File: src/rtl/if_program_loader.sv
// Receives a program as a byte stream (MSB first, four bytes per word) and writes each
// assembled word into instruction memory, stopping at a zero (HALT) word or when memory is full.
module if_program_loader #(
   parameter int NB_INST = 32,
   parameter int NB_ADDR = 32,
   parameter int NB_DATA = 8,
   parameter int N_WORDS = 64
) (
   input  logic               i_clk,
   input  logic               i_reset,
   input  logic               i_start,
   input  logic [NB_DATA-1:0] i_rx_data,
   input  logic               i_rx_done,
   output logic               o_write,
   output logic [NB_ADDR-1:0] o_address,
   output logic [NB_INST-1:0] o_instruction,
   output logic               o_busy,
   output logic               o_done,
   output logic               o_error,
   output logic [NB_ADDR-1:0] o_word_count
);

   typedef enum logic [2:0] {IDLE, RECV, WRITE, DONE, ERROR} state_t;

   localparam logic [NB_ADDR-1:0] LAST_ADDR = NB_ADDR'(N_WORDS - 1);
   localparam logic [NB_ADDR-1:0] ONE       = NB_ADDR'(1);

   state_t             state_q, state_d;
   logic [1:0]         cnt_q, cnt_d;
   logic [NB_INST-1:0] word_q, word_d;
   logic [NB_INST-1:0] instr_q, instr_d;
   logic [NB_ADDR-1:0] addr_q, addr_d;
   logic [NB_ADDR-1:0] waddr_q, waddr_d;
   logic [NB_ADDR-1:0] count_q, count_d;
   logic [NB_INST-1:0] shifted;

   assign shifted = {word_q[NB_INST-NB_DATA-1:0], i_rx_data};

   always_ff @(posedge i_clk or negedge i_reset) begin
      if (!i_reset) begin
         state_q <= IDLE;
         cnt_q   <= '0;
         word_q  <= '0;
         instr_q <= '0;
         addr_q  <= '0;
         waddr_q <= '0;
         count_q <= '0;
      end else begin
         state_q <= state_d;
         cnt_q   <= cnt_d;
         word_q  <= word_d;
         instr_q <= instr_d;
         addr_q  <= addr_d;
         waddr_q <= waddr_d;
         count_q <= count_d;
      end
   end

   always_comb begin
      state_d = state_q;
      cnt_d   = cnt_q;
      word_d  = word_q;
      instr_d = instr_q;
      addr_d  = addr_q;
      waddr_d = waddr_q;
      count_d = count_q;
      case (state_q)
         IDLE, DONE, ERROR: begin
            if (i_start) begin
               state_d = RECV;
               cnt_d   = '0;
               word_d  = '0;
               addr_d  = '0;
               count_d = '0;
            end
         end
         RECV: begin
            if (i_rx_done) begin
               word_d = shifted;
               cnt_d  = cnt_q + 2'd1;
               // Write-port registers are loaded only here so they hold between writes.
               if (cnt_q == 2'd3) begin
                  state_d = WRITE;
                  waddr_d = addr_q;
                  instr_d = shifted;
               end
            end
         end
         WRITE: begin
            count_d = count_q + ONE;
            if (word_q == '0) begin
               state_d = DONE;
            end else if (addr_q == LAST_ADDR) begin
               state_d = ERROR;
            end else begin
               state_d = RECV;
               addr_d  = addr_q + ONE;
               // A byte arriving during the write cycle starts the next word.
               if (i_rx_done) begin
                  word_d = shifted;
                  cnt_d  = 2'd1;
               end
            end
         end
         default: state_d = IDLE;
      endcase
   end

   assign o_write       = (state_q == WRITE);
   assign o_busy        = (state_q == RECV) || (state_q == WRITE);
   assign o_done        = (state_q == DONE);
   assign o_error       = (state_q == ERROR);
   assign o_address     = waddr_q;
   assign o_instruction = instr_q;
   assign o_word_count  = count_q;

endmodule

File: config.mk
export PLATFORM = sky130hd
export DESIGN_NAME = if_program_loader
export DESIGN_NICKNAME = d
export VERILOG_FILES = /design/src/rtl/if_program_loader.sv
export SDC_FILE = /design/constraint.sdc
export NUM_CORES = 1
export LEC_CHECK = 0
export CORE_ASPECT_RATIO = 0.9
export CORE_MARGIN = 2
export CORE_UTILIZATION = 45
export DETAILED_ROUTE_END_ITERATION = 6
export PLACE_DENSITY = 0.75
export SYNTH_ARGS = -nofsm -noshare
export SYNTH_HDL_FRONTEND = slang
export SYNTH_SLANG_ARGS = --single-unit
File: constraint.sdc
create_clock -name i_clk -period 4.1 [get_ports i_clk]
set_input_delay 0.82 -clock i_clk [delete_from_list [all_inputs] [get_ports i_clk]]
set_output_delay 0.82 -clock i_clk [all_outputs]
set_load 0.05 [all_outputs]
==> results.md <==
* Result of the run: finished, final reports clean
* PwrDens at 673 nW/um^2
* Starting DRT DRC Count at 591
* Unrepaired setup endpoints after global routing: no
* Initial Util at 0.461
* Vias per inst at 6.11
* Layout cells sized above 1 at 0.185
* Met3 Use GR at 0.0571
* ANT nets after route at 0
* Post-Syn Nets at 816
* Area grow syn2layout at 22.9%
* WL final at 21200 microns
* Pins Over Slew Limit at 0
* Mean Syn Cell Area at 10.7 sq um
* GR peak layer: met1
* CTS tree: done
* # diodes at 0
* Tmin final at 3.17 ns
* Antenna violations before repair at 0
* Switch Pwr at 2.75 mW
* Hold slack at 0.427 ns
* Crit. End Element: output port
* Die Span X at 149 microns
* Max_cap viols at 0
* Max clock buf depth at 2
* Cts repair resizes at 0
* Hold-fix buffers at CTS at 0
* CTS clk-pin slew, worst paths at 0.06 ns
* Core outline area at 18500 sq um
* FFs w/ async S/R, synth at 1.00
* Ys Warns at 0
* CP max stage cell: clkdlybuf4s50_1
* Residual DRC count at 0
* Number of global-route vias before repair at 6476
* Share of total power in combinational logic at 0.413
* Post-place setup slack at 0.809 ns
* Pint at 4.31 mW
* Post-synth EDFFs at 0
* Number of port buffers at 111
* Crit path buf inv count at 1
* Setup TNS at 0 ns
* Final period utilization at 0.774
* First drt pass iteration count at 4
* Hold Crit Class: primary input to asynchronous set/reset pin
* Vias at 6979
* Dpl hpwl at 13500 microns
* Clk root buf: clkbuf_16
* Cell area after technology mapping at 8540 sq um
* P_leak at 4.38 nW
* Slowest Stage Delay on Critical Path at 0.85 ns
* CTS H-Tree Depth at 4
* GRT overflow at 0
* CP delay by family, top: buffers and inverters
* Register area share after synthesis at 0.483
* Met1 Track Usage GR at 0.316
* VDD IR max at 0.000340 V
* Final setup violation count at 0
* Total GRT Usage at 0.214
* Clock sinks at 165
* Layout Skew at 0.0161 ns
* FF+latch count, synth at 165
* Gpl congestion at 0.858
* CTS Buf Count at 17
* Vert. Die Dim at 135 microns
* Critical Setup Path Class: flip-flop to output port
* Gate Count Post-Synth at 801
* Worst-Margin Slew at 0.814 ns
* Ports at 112
* Seq pwr share at 0.348
* Clock share of power at 0.239
* First-pass GRT wire length at 34500 microns
* Critical Path AT at 2.35 ns
* Average wire per standard cell at 18.6 microns
* Die ar. at 20100 sq um
* Largest net degree at the start of global routing at 75
* Switching part of the total power at 0.390
* Worst-Skew Late Latency at 0.43 ns
* WP data required at 3.28 ns
* Met2 Usage GRT at 0.312
* Total power draw at 7.07 mW
* Peak Freq at 315 MHz
* Critical path peak fanout at 16
* # Post-CTS Setup Buffers at 0
* Nets at 899
* Yosys cell types at 63
* Std-Cell Rows at 47
* Slew HR at 0.452
* Startpoint types: flip-flop
* Crit path cell chain: and3b_1 -> clkdlybuf4s50_1
* Final number of hold-violating endpoints at 0
* R2R Setup Slk at 1.19 ns
* Post-layout util at 0.567
* Setup ws final at 0.927 ns
* Commonest register cell after synthesis: dfrtp_1
==> power groups by stage <==
stage	Sequential, mW	Clock [mW]	Combinational (mW)
after detailed placement	2.48	0	2.92
final	2.46	1.69	2.92
after global placement	2.47	0	2.87
after global routing	2.52	1.79	3.15
after floorplan	3.00	0	1.53
after CTS	2.45	1.72	2.93
==> state kept, by name, summed over array words and instances, names as in the netlist <==
signal	flops
addr_q	32
o_address	32
o_instruction	32
o_word_count	32
word_q	32
state_q	3
cnt_q	2
==> placed cells by master, fill, tap and decap left out, types with 15 or more instances in the layout <==
cell / instances
and3_1: 37
clkdlybuf4s50_1: 109
dfrtp_1: 165
nor2_1: 18
nor3_1: 22
nand4_1: 22
clkbuf_16: 17
nor4_1: 57
mux2i_1: 15
a311o_1: 32
o31ai_1: 16
nand2_1: 81
mux2_2: 97
nand3_1: 37
==> final cells by class <==
| class | count | area, sq um |
|---|---|---|
| Clock buffer | 20 | 437 |
| Fill cell | 1567 | 8020 |
| Sequential cell | 165 | 4130 |
| Tap cell | 245 | 307 |
| Multi-Input combinational cell | 563 | 4130 |
| Timing Repair Buffer | 127 | 1280 |
| Clock inverter | 12 | 179 |
| Inverter | 10 | 37.5 |
==> worst paths after layout <==
check / from / endpoint / cells after the start
max: state_q[1] / o_done / 2
max reg2reg: addr_q[0] / addr_q[28] / 6
min: i_reset / o_instruction[5] / 1
min reg2reg: o_instruction[5] / o_instruction[5] / 1
min in group i_clk: o_instruction[5] / o_instruction[5] / 1
max in group asynchronous: i_reset / addr_q[5] / 2
==> logic make-up (layout without fill, tap and decap cells) <==
| family | count (synthesis) | in the layout | synth area share |
|---|---|---|---|
| simple gates | 316 | 316 | 0.204 |
| flops | 165 | 165 | 0.483 |
| compound gates | 129 | 129 | 0.122 |
| mux | 112 | 112 | 0.145 |
| buf+inv | 73 | 169 | 0.0372 |
| fa+ha+maj | 3 | 3 | 0.00439 |
| xor+xnor | 3 | 3 | 0.00308 |
==> cells in the mapped netlist, types with 4 or more instances <==
cell	number	area (sq um)
nor4_1	57	357
or4b_2	4	40.0
o31ai_1	16	120
inv_1	9	33.8
and4_1	6	52.6
o211ai_1	13	97.6
mux2_2	97	1090
a311o_1	32	320
and2_1	5	31.3
o311ai_0	5	43.8
a221o_1	9	90.1
or3_1	5	31.3
buf_2	26	130
nor2_1	20	75.1
nand4_1	22	138
o21ai_0	13	65.1
clkbuf_1	31	116
a21oi_1	6	30.0
nor3_1	23	115
nand2_1	81	304
dfrtp_1	165	4130
or4_1	4	30.0
mux2i_1	15	150
nand3_1	37	185
o21ai_1	4	20.0
o21a_1	4	30.0
and3_1	37	231
==> stage by stage <==
stage          instances  cell area, sq um
6_report            1142             10500
5_1_grt             1142             10500
4_1_cts             1142             10500
3_5_place_dp        1110              9890
3_3_place_gp        1110              9890
2_1_floorplan        801              8540
==> layer usage <==
metal / vias up / wire length (microns)
met5: - / 0
met1: 3498 / 10300
met4: 0 / 182
li1: 3261 / -
met2: 207 / 9450
met3: 13 / 1360
Power figures use the tool's default switching activity.
